## src/rtl/button_conditioner.sv

```systemverilog
// Push-button conditioner: 2-flop synchronizer, per-button debounce FSM and a
// lowest-index-first press-strobe arbiter. Define BTN_AUTOREPEAT_EN to add auto-repeat.
module button_conditioner #(
  parameter int N_PULSADORES    = 3,
  parameter int NB_COUNT        = 20,
  parameter int DEBOUNCE_CYCLES = 1000000,
  parameter int REPEAT_CYCLES   = 25000000
) (
  input  logic                    i_clock,
  input  logic                    i_reset,
  input  logic [N_PULSADORES-1:0] i_pulsadores_raw,
  output logic [N_PULSADORES-1:0] o_pulsadores,
  output logic [N_PULSADORES-1:0] o_level
);

  // o_pulsadores carries no handshake: a set bit is a single-cycle strobe that the
  // consumer must take in the cycle it is presented; there is no ready/backpressure.

  typedef enum logic [1:0] {
    RELEASED    = 2'd0,
    PRESS_CHK   = 2'd1,
    PRESSED     = 2'd2,
    RELEASE_CHK = 2'd3
  } state_t;

  localparam logic [NB_COUNT-1:0] DEB_LAST = NB_COUNT'(DEBOUNCE_CYCLES - 1);

  if (DEBOUNCE_CYCLES < 2 || DEBOUNCE_CYCLES > (2 ** NB_COUNT) - 1 || REPEAT_CYCLES < 1)
  begin : g_bad_param
    $error("button_conditioner: DEBOUNCE_CYCLES or REPEAT_CYCLES out of range");
  end

`ifdef BTN_AUTOREPEAT_EN
  localparam int NB_REP = (REPEAT_CYCLES > 1) ? $clog2(REPEAT_CYCLES) : 1;
  localparam logic [NB_REP-1:0] REP_LAST = NB_REP'(REPEAT_CYCLES - 1);
`endif

  logic [N_PULSADORES-1:0] sync1_q;
  logic [N_PULSADORES-1:0] sync_q;
  logic [N_PULSADORES-1:0] press_set;
  logic [N_PULSADORES-1:0] pending_q;
  logic [N_PULSADORES-1:0] grant;
  logic [N_PULSADORES-1:0] strobe_q;

  // Raw levels touch nothing but the first synchronizer flop.
  always_ff @(posedge i_clock or negedge i_reset) begin
    if (!i_reset) begin
      sync1_q <= '0;
      sync_q  <= '0;
    end else begin
      sync1_q <= i_pulsadores_raw;
      sync_q  <= sync1_q;
    end
  end

  for (genvar g = 0; g < N_PULSADORES; g++) begin : g_btn
    state_t              state_q;
    logic [NB_COUNT-1:0] cnt_q;
    logic                level_q;
    logic                cnt_done;
    logic                deb_set;
    logic                rep_set;

    assign cnt_done = (cnt_q == DEB_LAST);

    always_ff @(posedge i_clock or negedge i_reset) begin
      if (!i_reset) begin
        state_q <= RELEASED;
        cnt_q   <= '0;
        level_q <= 1'b0;
      end else begin
        case (state_q)
          RELEASED: begin
            if (sync_q[g]) begin
              state_q <= PRESS_CHK;
              cnt_q   <= '0;
            end
          end
          PRESS_CHK: begin
            if (!sync_q[g]) begin
              state_q <= RELEASED;
              cnt_q   <= '0;
            end else if (cnt_done) begin
              state_q <= PRESSED;
              cnt_q   <= '0;
              level_q <= 1'b1;
            end else begin
              cnt_q <= cnt_q + NB_COUNT'(1);
            end
          end
          PRESSED: begin
            if (!sync_q[g]) begin
              state_q <= RELEASE_CHK;
              cnt_q   <= '0;
            end
          end
          RELEASE_CHK: begin
            if (sync_q[g]) begin
              state_q <= PRESSED;
              cnt_q   <= '0;
            end else if (cnt_done) begin
              state_q <= RELEASED;
              cnt_q   <= '0;
              level_q <= 1'b0;
            end else begin
              cnt_q <= cnt_q + NB_COUNT'(1);
            end
          end
          default: begin
            state_q <= RELEASED;
            cnt_q   <= '0;
            level_q <= 1'b0;
          end
        endcase
      end
    end

    // Only a completed press raises a request; release completion never does.
    assign deb_set = (state_q == PRESS_CHK) && sync_q[g] && cnt_done;

`ifdef BTN_AUTOREPEAT_EN
    logic [NB_REP-1:0] rep_q;

    // Counts whole cycles spent in PRESSED; restarts from zero on every re-entry.
    always_ff @(posedge i_clock or negedge i_reset) begin
      if (!i_reset) begin
        rep_q <= '0;
      end else if (state_q == PRESSED) begin
        rep_q <= (rep_q == REP_LAST) ? '0 : rep_q + NB_REP'(1);
      end else begin
        rep_q <= '0;
      end
    end

    assign rep_set = (state_q == PRESSED) && (rep_q == REP_LAST);
`else
    assign rep_set = 1'b0;
`endif

    assign press_set[g] = deb_set | rep_set;
    assign o_level[g]   = level_q;
  end

  // Isolate the lowest set pending bit.
  always_comb begin
    grant = pending_q & (~pending_q + N_PULSADORES'(1));
  end

  // A press completing on the cycle its earlier request is granted stays pending.
  always_ff @(posedge i_clock or negedge i_reset) begin
    if (!i_reset) begin
      pending_q <= '0;
      strobe_q  <= '0;
    end else begin
      pending_q <= (pending_q & ~grant) | press_set;
      strobe_q  <= grant;
    end
  end

  assign o_pulsadores = strobe_q;

endmodule

```

## config.mk

```make
export PLATFORM = sky130hd
export DESIGN_NAME = button_conditioner
export DESIGN_NICKNAME = d
export VERILOG_FILES = /design/src/rtl/button_conditioner.sv
export SDC_FILE = /design/constraint.sdc
export NUM_CORES = 1
export LEC_CHECK = 0
export ABC_AREA = 0
export CAP_MARGIN = 40
export CORE_MARGIN = 2
export CORE_UTILIZATION = 35
export CTS_CLUSTER_DIAMETER = 30
export DETAILED_ROUTE_END_ITERATION = 10
export RECOVER_POWER = 100
export SLEW_MARGIN = 10
export SYNTH_ARGS = -nofsm -noshare
export SYNTH_HDL_FRONTEND = slang
export SYNTH_SLANG_ARGS = --single-unit
```

## constraint.sdc

```tcl
create_clock -name i_clock -period 2.5 [get_ports i_clock]
set_input_delay 0.75 -clock i_clock [delete_from_list [all_inputs] [get_ports i_clock]]
set_output_delay 0.75 -clock i_clock [all_outputs]
set_load 0.02 [all_outputs]
```

==> metrics.txt <==
status finished clean; Lkg Pwr 1.99 nW; CP Max Fanout 13; minimum clock period 2.24 ns; Critical Path RT 2.72 ns; Final setup viols 0; final count of pins violating max slew 0; top cells by count, synth dfrtp_1 (81), nand2_1 (55), nand3_1 (32); number of DRC markers in iteration 0 174; Worst Setup SP g_btn[1].cnt_q[11]; Rows 39; cell with the most instances after synthesis dfrtp_1; Antenna Nets Post-Route 0; initial antenna violation count 0; Slew headroom 0.363; Post-CTS Setup Inserts 0; GP Congestion 0.838; Max-cap violations 0; Vias 3400; first drt pass iteration count 4; Syn Area/Cell 9.49 sq um; DIE HEIGHT 113 um; share of cells above drive strength 1 0.0746; cell taking the most area after synthesis dfrtp_1; vias in the first global route 3310; Power Total 3.52 mW; final worst-path cycle share 0.895; setup slack after layout 0.262 ns; Total Wirelength 8630 um; CTS HTree Levels 3; Max Clock Freq 447 MHz; FF-to-FF Start g_btn[1].cnt_q[11]; Hold Path Origin sync1_q[1]; DP Wirelength 5880 um; Synth Instances 439; Root Driver clkbuf_16; r2r setup slk 0.26 ns; first-pass GRT wire length 15200 um; EDFF count, synth 0; area grow syn2layout 12.4%; Cell Area, Synth 4170 sq um; Worst-Margin Slew 0.956 ns; Yosys cell types 57; CTS Hold Bufs 0; Worst-path clk slew 0.06 ns; clock skew 0.00755 ns; Hold Vio Cnt, Final 0; RSZ-0062 raised after global routing no; PwrDens 753 nW/um^2; vias per cell 5.68; area share of the largest cell type after synthesis 0.486; die footprint 12800 sq um; largest net degree at the start of global routing 35; Routed WL per cell 14.4 um; worst hold slack 0.346 ns; CTS tree done; top cells by area, synth dfrtp_1 (49%), nand2_1 (5.0%), a31oi_1 (4.2%), nand3_1 (3.8%), o21ai_0 (3.5%); CP endpoint kind flop; Setup CP Type reg -> reg; post-synthesis register bit count 81; Clk Latency, worst-skew pair 0.33 ns; # IOs 11; Hold Path Class reg -> reg; GRT Util Overall 0.146; Synth async-reset ratio 1.00; dpl ws 0.370 ns; Initial Util 0.362; Main synth FF type dfrtp_1; ANT cells 0; register area share after synthesis 0.486; Worst Reg-to-Reg Cells 6; YS warnings 0; Num CTS Buffers 9; Sum Neg Setup Slack 0 ns; maximum buffer depth of the clock tree 2; chip width 113 um; Setup crit start kind flop; Setup crit end g_btn[1].cnt_q[3]; worst vdd ir 376 uV; FF-to-FF End g_btn[1].cnt_q[3]; total grt overflow 0; Final Util 0.407; IO Port Bufs 10; Sinks on Clock Net 81; worst path arrival time 2.46 ns; DRC Markers 0; Synthesized Nets 447; core area 11500 sq um; # nets final 459; PostCTS Resize Cnt 0; fillers 1156
[kinds of logic after synthesis]
family	Yosys count	share of synthesized area
AND/OR/NAND/NOR	181	0.230
AO/OA/AOI/OAI	123	0.193
flip-flops	81	0.486
buffers and inverters	31	0.0375
XOR/XNOR	15	0.0315
multiplexers	5	0.0126
adder cells (fa/ha/maj)	3	0.00901
[state kept, by name, summed over array words and instances, names as in the netlist, named ones only]
name	count
g_btn.cnt_q	60
sync1_q	3
o_pulsadores	3
pending_q	3
sync_q	3
g_btn.state_q	3
g_btn.level_q	3
[report_power, final]
part	switching (mW)	internal (mW)
Combinational	0.474	0.255
Clock	0.513	0.779
Sequential	0.100	1.40
Total	1.09	2.44
[layout by cell type (no fill, tap or decap), types with 3 or more instances in the layout]
cell	n
buf_4	4
a21o_1	9
nor4_1	4
or3_1	3
dlygate4sd3_1	9
o21ai_0	29
a22o_1	14
and4_1	5
nand4_1	12
nor2_1	24
a41oi_1	3
ha_1	3
a21oi_1	24
clkbuf_1	5
xor2_1	8
clkbuf_8	4
and3_1	8
clkbuf_2	3
nor3_1	9
clkbuf_16	9
xnor2_1	7
nand2_1	55
mux2i_1	3
nor2b_1	3
or4_1	3
nor4b_1	3
inv_1	11
nand2b_1	4
dfrtp_1	81
a31oi_1	28
nand3_1	32
[worst min path at each step]
| stage | endpoint | slack, ns | cells after the start |
|---|---|---|---|
| 2_1_floorplan | sync_q[0] | 0.33 | 0 |
| 6_report | sync_q[1] | 0.35 | 0 |
| 3_5_place_dp | sync_q[1] | 0.33 | 0 |
| 3_3_place_gp | sync_q[1] | 0.34 | 0 |
| 5_1_grt | sync_q[1] | 0.35 | 0 |
| 4_1_cts | sync_q[1] | 0.35 | 0 |
[critical path, cell delays in order (launching register included)]
cell      delay, ns
dfrtp_1        0.45
or4b_1         0.58
nor3_4         0.18
a31oi_2        0.25
clkbuf_2       0.30
a21o_1         0.19
a22o_1         0.17
[layer usage]
metal / vias up / track usage / share of wire
li1: 1654 / - / -
met4: 0 / 0.0764 / 0.027
met5: - / 0 / 0
met3: 16 / 0.0209 / 0.033
met1: 1659 / 0.196 / 0.49
met2: 71 / 0.230 / 0.45
[stage by stage]
stage | cells | area (sq um)
after floorplan | 439 | 4170
after global placement | 582 | 4430
after detailed placement | 583 | 4440
after CTS | 599 | 4730
after global routing | 599 | 4680
final | 599 | 4680
[final cells by class]
type,instances,area [sq um],area share
inverter,11,41.3,0.00882
multi-input combinational,327,1970,0.421
timing repair buffer,21,170,0.0363
clock buffer,14,284,0.0606
clock inverter,2,10.0,0.00214
sequential,81,2030,0.433
tap,143,179,0.0382
(Power assumes the default switching activity.)
